`config.mk`:
```
export PLATFORM = sky130hd
export DESIGN_NAME = riscv_mem_arbiter
export DESIGN_NICKNAME = d
export VERILOG_FILES = /design/src/rtl/riscv_mem_arbiter.sv
export SDC_FILE = /design/constraint.sdc
export NUM_CORES = 1
export LEC_CHECK = 0
export CORE_ASPECT_RATIO = 1.5
export CORE_MARGIN = 4
export CORE_UTILIZATION = 40
export DETAILED_ROUTE_END_ITERATION = 7
export MAX_ROUTING_LAYER = met4
export PLACE_DENSITY = 0.75
export SLEW_MARGIN = 5
export SYNTH_ARGS = -nofsm -noshare
export SYNTH_HDL_FRONTEND = slang
export SYNTH_SLANG_ARGS = --single-unit
```
`constraint.sdc`:
```
create_clock -name clk -period 5.94 [get_ports clk]
set_input_delay 1.188 -clock clk [delete_from_list [all_inputs] [get_ports clk]]
set_output_delay 1.188 -clock clk [all_outputs]
set_load 0.05 [all_outputs]
```
`src/rtl/riscv_mem_arbiter.sv`:
```
// riscv_mem_arbiter
//   Shares one single-port, byte-addressed RAM between the instruction-fetch
//   requester and the load/store requester. One access is granted per cycle.
//   Data has priority unless fetch has waited STARVE_LIMIT consecutive data
//   grants. Byte/half stores become a two-cycle read-modify-write of the
//   aligned word. Sub-word loads are sign- or zero-extended.
//
// Ports
//   clk, rst_n         clock (rising edge), asynchronous active-low reset
//   if_req_*/if_addr   fetch request handshake and byte address
//   if_rsp_*           one-cycle fetch response (word, misalignment error)
//   d_req_*/d_*        load/store request handshake, address, size, data
//   d_rsp_*            one-cycle data response (extended load data, error)
//   mem_addr           word-aligned RAM address
//   mem_write_en       RAM write strobe (written on the clock edge)
//   mem_wdata          RAM write word
//   mem_dout           combinational RAM read of the word at mem_addr
module riscv_mem_arbiter #(
    parameter int WORD_LENGTH  = 32,
    parameter int STARVE_LIMIT = 4
) (
    input  logic                   clk,
    input  logic                   rst_n,
    input  logic                   if_req_valid,
    output logic                   if_req_ready,
    input  logic [WORD_LENGTH-1:0] if_addr,
    output logic                   if_rsp_valid,
    output logic [WORD_LENGTH-1:0] if_rsp_inst,
    output logic                   if_rsp_err,
    input  logic                   d_req_valid,
    output logic                   d_req_ready,
    input  logic [WORD_LENGTH-1:0] d_addr,
    input  logic                   d_we,
    input  logic [1:0]             d_size,
    input  logic                   d_unsigned,
    input  logic [WORD_LENGTH-1:0] d_wdata,
    output logic                   d_rsp_valid,
    output logic [WORD_LENGTH-1:0] d_rsp_rdata,
    output logic                   d_rsp_err,
    output logic [WORD_LENGTH-1:0] mem_addr,
    output logic                   mem_write_en,
    output logic [WORD_LENGTH-1:0] mem_wdata,
    input  logic [WORD_LENGTH-1:0] mem_dout
);

    typedef enum logic [0:0] {
        IDLE,
        RMW_WR
    } state_t;

    localparam int               CNT_W   = $clog2(STARVE_LIMIT + 1);
    localparam logic [CNT_W-1:0] CNT_MAX = CNT_W'(STARVE_LIMIT);

    state_t                   state_q, state_d;
    logic [CNT_W-1:0]         starve_cnt, starve_cnt_d;
    logic [WORD_LENGTH-1:0]   rmw_addr, rmw_data;

    logic                     grant_if, grant_d;
    logic                     if_misaligned, d_misaligned;
    logic                     d_word_store, d_sub_store, d_load_ok;
    logic [4:0]               lane_shift;
    logic [WORD_LENGTH-1:0]   load_shifted, load_ext;
    logic [WORD_LENGTH-1:0]   lane_mask, merged;

    // ---------------------------------------------------------------
    // Request decode
    // ---------------------------------------------------------------
    always_comb begin
        d_misaligned = 1'b1;
        lane_shift   = '0;
        case (d_size)
            2'b00: begin
                d_misaligned = 1'b0;
                lane_shift   = {d_addr[1:0], 3'b000};
            end
            2'b01: begin
                d_misaligned = d_addr[0];
                lane_shift   = {d_addr[1], 4'b0000};
            end
            2'b10:   d_misaligned = |d_addr[1:0];
            default: d_misaligned = 1'b1;
        endcase
    end

    assign if_misaligned = |if_addr[1:0];

    // Load path: move the addressed lane to bit 0, then extend.
    assign load_shifted = mem_dout >> lane_shift;

    always_comb begin
        load_ext  = load_shifted;
        lane_mask = '1;
        case (d_size)
            2'b00: begin
                load_ext  = {{(WORD_LENGTH-8){~d_unsigned & load_shifted[7]}},
                             load_shifted[7:0]};
                lane_mask = WORD_LENGTH'(8'hFF) << lane_shift;
            end
            2'b01: begin
                load_ext  = {{(WORD_LENGTH-16){~d_unsigned & load_shifted[15]}},
                             load_shifted[15:0]};
                lane_mask = WORD_LENGTH'(16'hFFFF) << lane_shift;
            end
            default: begin
                load_ext  = load_shifted;
                lane_mask = '1;
            end
        endcase
    end

    // Store path: only the addressed lanes of the current RAM word change.
    assign merged = (mem_dout & ~lane_mask) | ((d_wdata << lane_shift) & lane_mask);

    // ---------------------------------------------------------------
    // Arbitration
    // ---------------------------------------------------------------
    always_comb begin
        grant_d  = (state_q == IDLE) && d_req_valid &&
                   !(if_req_valid && (starve_cnt == CNT_MAX));
        grant_if = (state_q == IDLE) && if_req_valid && !grant_d;
    end

    assign if_req_ready = grant_if;
    assign d_req_ready  = grant_d;

    assign d_word_store = grant_d && d_we && !d_misaligned && (d_size == 2'b10);
    assign d_sub_store  = grant_d && d_we && !d_misaligned && (d_size != 2'b10);
    assign d_load_ok    = grant_d && !d_we && !d_misaligned;

    // The RMW write cycle grants nobody, so it neither counts nor clears
    // unless fetch is idle.
    always_comb begin
        starve_cnt_d = starve_cnt;
        if (!if_req_valid || grant_if) begin
            starve_cnt_d = '0;
        end else if (grant_d && (starve_cnt != CNT_MAX)) begin
            starve_cnt_d = starve_cnt + 1'b1;
        end
    end

    // ---------------------------------------------------------------
    // FSM next state and RAM port drive
    // ---------------------------------------------------------------
    always_comb begin
        state_d      = state_q;
        mem_addr     = '0;
        mem_write_en = 1'b0;
        mem_wdata    = '0;
        case (state_q)
            IDLE: begin
                if (grant_d) begin
                    mem_addr = {d_addr[WORD_LENGTH-1:2], 2'b00};
                    if (d_word_store) begin
                        mem_write_en = 1'b1;
                        mem_wdata    = d_wdata;
                    end
                    if (d_sub_store) begin
                        state_d = RMW_WR;
                    end
                end else if (grant_if) begin
                    mem_addr = {if_addr[WORD_LENGTH-1:2], 2'b00};
                end
            end
            RMW_WR: begin
                mem_addr     = rmw_addr;
                mem_write_en = 1'b1;
                mem_wdata    = rmw_data;
                state_d      = IDLE;
            end
            default: state_d = IDLE;
        endcase
    end

    // ---------------------------------------------------------------
    // Registers
    // ---------------------------------------------------------------
    always_ff @(posedge clk or negedge rst_n) begin
        if (!rst_n) begin
            state_q      <= IDLE;
            starve_cnt   <= '0;
            rmw_addr     <= '0;
            rmw_data     <= '0;
            if_rsp_valid <= 1'b0;
            if_rsp_inst  <= '0;
            if_rsp_err   <= 1'b0;
            d_rsp_valid  <= 1'b0;
            d_rsp_rdata  <= '0;
            d_rsp_err    <= 1'b0;
        end else begin
            state_q      <= state_d;
            starve_cnt   <= starve_cnt_d;

            if_rsp_valid <= grant_if;
            if_rsp_err   <= grant_if && if_misaligned;
            if_rsp_inst  <= (grant_if && !if_misaligned) ? mem_dout : '0;

            // Sub-word stores respond from RMW_WR instead of the accept cycle.
            d_rsp_valid  <= (grant_d && !d_sub_store) || (state_q == RMW_WR);
            d_rsp_err    <= grant_d && d_misaligned;
            d_rsp_rdata  <= d_load_ok ? load_ext : '0;

            if (d_sub_store) begin
                rmw_addr <= {d_addr[WORD_LENGTH-1:2], 2'b00};
                rmw_data <= merged;
            end
        end
    end

endmodule

```
Word level (Yosys, flattened, before mapping)
Cells that the tools add are included.
{"block": "classes", "n_addsub": 1, "n_eq_ne": 5, "shifts": 4, "muxes": 20, "bitwise_logic": 8, "reduce_logical": 29}
{"op": "32-bit case mux with 2 select lines", "count": 4}
{"op": "32-bit 2-to-1 mux", "count": 6}
{"op": "32-bit bitwise AND", "count": 2}
{"op": "32-bit NOT", "count": 1}
{"op": "32-bit bitwise OR", "count": 1}
{"op": "16-bit by 5-bit left shift with 32-bit output, first input constant", "count": 1}
{"op": "32-bit by 5-bit left shift with 32-bit output", "count": 1}
{"op": "8-bit by 5-bit left shift with 32-bit output, first input constant", "count": 1}
{"op": "32-bit by 5-bit >> shifter with 32-bit output", "count": 1}
{"op": "1-bit logical AND", "count": 16}
{"op": "5-bit case mux with 2 select lines", "count": 1}
{"op": "1-bit logical NOT", "count": 7}
{"op": "3-bit 2-to-1 mux", "count": 2}
{"op": "1-bit 2-to-1 mux", "count": 4}
{"op": "1-bit case mux with 2 select lines", "count": 2}
{"op": "2-bit OR reduction", "count": 2}
{"op": "3-bit by 1-bit adder with 3-bit output, second input constant", "count": 1}
{"op": "3-bit == test, second input constant", "count": 1}
{"op": "3-bit != test, second input constant", "count": 1}
{"op": "1-bit case mux with 3 select lines", "count": 1}
{"op": "1-bit bitwise AND", "count": 2}
{"op": "2-bit by 1-bit == test with 1-bit output, second input constant", "count": 1}
{"op": "2-bit == test, second input constant", "count": 1}
{"op": "2-bit logical NOT", "count": 1}
{"op": "4 further kinds", "count": 6}
{"block": "totals", "regBits": 134, "input_bits": 136, "output_inout_bits": 135, "elab_cells": 77}

Longest topological paths before layout
{"block": "logic_depth", "depth_word": 10, "ltp_mapped": 10, "mapped_depth_nobuf": 9}

Worst setup path after synthesis
Ideal clock, no wire load.
{"block": "synth_timing", "kind": "input port to output port", "startpoint": "input port if_req_valid", "endpoint": "output port mem_addr[23]", "arrival_time_ns": 3.484, "required_ns": 4.752, "path_slack_ns": 1.268, "cell_stages": 5, "n_path_buf": 1, "path_cell_list": "nand2b_1 a21oi_1 clkbuf_1 a22oi_1 o21ai_0"}
{"block": "synth_via", "elab_chain_len": 8, "elab_cells_between_ends": 9, "cone_classes": "mux: 3; reduce/logical: 6"}
{"element": "from (decl)", "line": "24", "rtl": "input logic if_req_valid,"}
{"element": "1-bit logical AND", "line": "119", "rtl": "!(if_req_valid && (starve_cnt == CNT_MAX));"}
{"element": "1-bit logical NOT", "line": "119"}
{"element": "1-bit logical AND", "line": "118", "rtl": "grant_d = (state_q == IDLE) && d_req_valid &&"}
{"element": "1-bit logical NOT", "line": "120", "rtl": "grant_if = (state_q == IDLE) && if_req_valid && !grant_d;"}
{"element": "1-bit logical AND (*)", "line": "120"}
{"element": "net if_req_ready", "line": "25", "rtl": "output logic if_req_ready,"}
{"element": "32-bit 2-to-1 mux (*)", "line": "160", "rtl": "end else if (grant_if) begin"}
{"element": "32-bit 2-to-1 mux (*)", "line": "151", "rtl": "if (grant_d) begin"}
{"element": "32-bit case mux with 2 select lines (*)", "line": "149", "rtl": "case (state_q)"}
{"element": "to (decl)", "line": "40", "rtl": "output logic [WORD_LENGTH-1:0] mem_addr,"}
Mark *: on every way through the listed nets, which the timed path passes. The rest lies on a longest branch.

Final worst setup path
{"block": "layout_timing", "startpoint": "input port if_req_valid", "endpoint": "output port mem_addr[26]"}
{"block": "layout_via", "elab_chain_len": 8, "elab_cells_between_ends": 9, "cone_classes": "mux: 3; reduce/logical: 6"}
{"element": "1-bit logical AND", "line": "119"}
{"element": "1-bit logical NOT", "line": "119"}
{"element": "1-bit logical AND", "line": "118"}
{"element": "1-bit logical NOT", "line": "120"}
{"element": "1-bit logical AND", "line": "120"}
{"element": "32-bit 2-to-1 mux", "line": "160"}
{"element": "32-bit 2-to-1 mux (*)", "line": "151"}
{"element": "32-bit case mux with 2 select lines (*)", "line": "149"}
Mark *: on every way between the ends. The rest lies on a longest branch, timed or not.

==> metrics <==
Storage cell area 3360 um^2; Antenna Nets Post-Route 0; IO Count approximately 270; multi-input combinational cell area 3190 um^2; RePlAce Congestion ~0.88; Core Region 16800 um^2; CTS H-tree lvls 4; Die H 168 um; routed wl met2 12400 um; CP max FO 23; Synth Instances 751; maximum vdd ir drop 0.182 mV; Seq/Total Area, Yosys 0.492; Final setup viols 0; Peak Freq approximately 200 MHz; Post-synth ARST share 1.00; Routed WL 23800 um; met3 wire length 1560 um; ys flop type dfrtp_1; Post-CTS Resized 0; LEAKAGE roughly 4.6 nW; yosys warns 0; Rel. slew slack 0.218; Worst setup SP type primary input; leading area contributor after synthesis dfrtp_1; vias in the first global route 6462; Slew Limit Fails 0; placed cell count 1183; DRC Markers 0; synth-to-layout area growth 49.2%; Post-synth EDFFs 0; routed len/inst approximately 20 um; CTS Sinks 134; CP Data Arrival Time between 3000 and 4000 ps; Post-synth top cells nand2_1, dfrtp_1, mux2i_1; Non-Filler Instances 1215; top post-synthesis cells by area dfrtp_1, nand2_1, mux2i_1; Max-Cap Viols 0; router iterations before antenna repair 5; critical path type primary input to output pin; postcts setup bufs 0; Power, Total 2.79 mW; Max Used Layer met4; initial antenna violation count 0; Vias/cell 5.24; drt first-iter violations ~430; Fillers ~1500; synthesized area 6820 um^2; total grt overflow 0; Seq cells post-synth about 130; most common cell in the synthesized netlist nand2_1; CTS max path bufs 2; Nets 1130; Root Buffer clkbuf_16; status finished, final reports clean; total number of vias 6362; initial core utilization 0.407; post-synth top area share 0.492; # hold bufs at CTS 0; Met1 Wirelength 8680 um; Worst Skew approximately 11 ps; CTS tree yes; PortBufs 268; Hold Crit Class flop to flop; Netlist cell types 47; CTS buffer count 17; first-pass GRT wire length 36300 um; worst slew pin tran 1170 ps; pin count of the biggest net entering global routing 79; Total GRT Usage 0.252; Post-Syn Area per Cell 9.07 um^2; Crit path required time 4750 ps; crit end category output pin; Fin. Hold Viols 0; post-route minimum period 4940 ps; Die Area 19200 um^2; Worst-Skew Late Latency 410 ps; layout cell share with drive strength beyond 1 0.0965; post-DP HPWL 17500 um; clk slew on worst S/H paths 60 ps; Final TNS setup 0 ps; PwrDens 274 nW/um^2; period utilization 0.832; # diodes 0; Die X roughly 110 um; unrepaired setup endpoints after global routing false; Hold WS around 470 ps; Std-Cell Rows 58
[worst max-delay path: stages]
cell	delay, ps
clkdlybuf4s50_1	560
nand2b_1	90
a21oi_2	380
buf_4	350
a22oi_1	120
o21ai_0	190
clkdlybuf4s50_1	850
[area by class of cell]
cell class | count | share of cell area
clock inverters | 15 | 0.0201
flip-flops and latches | 134 | 0.330
well taps | 210 | 0.0258
repair buffers | 280 | 0.265
inverters | 8 | 0.00295
multi-input cells | 551 | 0.314
clock buffers | 17 | 0.0418
[metal layers]
metal  up-vias  track usage
li1       3014            -
met5         -            -
met2       280        0.429
met1      3008        0.287
met4         0        0.121
met3        60       0.0406
[final timing paths]
path	startpoint	endpoint	slack, ps	depth (start not counted)
min in group asynchronous	rst_n	d_rsp_rdata[22]$_DFF_PN0_	800	1
max	if_req_valid	mem_addr[26]	1000	7
min reg2reg	rmw_data[10]$_DFFE_PN0P_	rmw_data[10]$_DFFE_PN0P_	470	2
max in group asynchronous	rst_n	state_q$_DFF_PN0_	3850	2
max reg2reg	state_q$_DFF_PN0_	rmw_data[22]$_DFFE_PN0P_	3220	6
min	rmw_data[10]$_DFFE_PN0P_	rmw_data[10]$_DFFE_PN0P_	470	2
[sequential cells by signal (all words and copies together) (netlist names)]
signal,flops
if_rsp_valid,1
d_rsp_valid,1
if_rsp_inst,32
state_q,1
rmw_addr,30
d_rsp_rdata,32
d_rsp_err,1
rmw_data,32
starve_cnt,3
if_rsp_err,1
[stage by stage]
stage	instance area (um^2)	util	setup WS [ps]
6_report	10200	0.607	1000
5_1_grt	10200	0.607	800
4_1_cts	10200	0.607	1000
3_5_place_dp	9540	0.569	1010
3_3_place_gp	9540	0.569	1070
2_1_floorplan	6820	-	1270
[logic make-up after synthesis]
kind of cell               after synthesis  share of synthesized area
and+or+nand+nor                        336                      0.216
adders and majority gates                2                    0.00367
AOI/OAI and AO/OA                      147                      0.134
other                                    1                   0.000550
DFF                                    134                      0.492
buffers and inverters                   67                     0.0442
muxes                                   64                      0.110
[placed cells by master (no fill, tap or decap), drive strengths merged, types with 3 or more instances in the layout]
master,Yosys,final
o211ai,9,9
o21ai,48,48
mux2,7,7
nand2,223,223
nor3,5,5
bufinv,0,3
a211oi,3,3
a21oi,32,32
dfrtp,134,134
a221oi,5,5
a31oi,3,3
mux4,7,7
nor3b,5,5
clkdlybuf4s50,0,237
and2,43,43
inv,7,18
buf,19,43
a22oi,30,30
clkbuf,40,17
o21a,9,9
nor2,44,44
nand3,3,3
mux2i,50,50
nand2b,3,3
[report_power, final]
part           internal (mW)  switching (mW)  total (mW)
combinational          0.239           0.351       0.590
sequential              1.01          0.0568        1.07
clock                  0.681           0.449        1.13
total                   1.93           0.857        2.79
(Power assumes the default switching activity.)
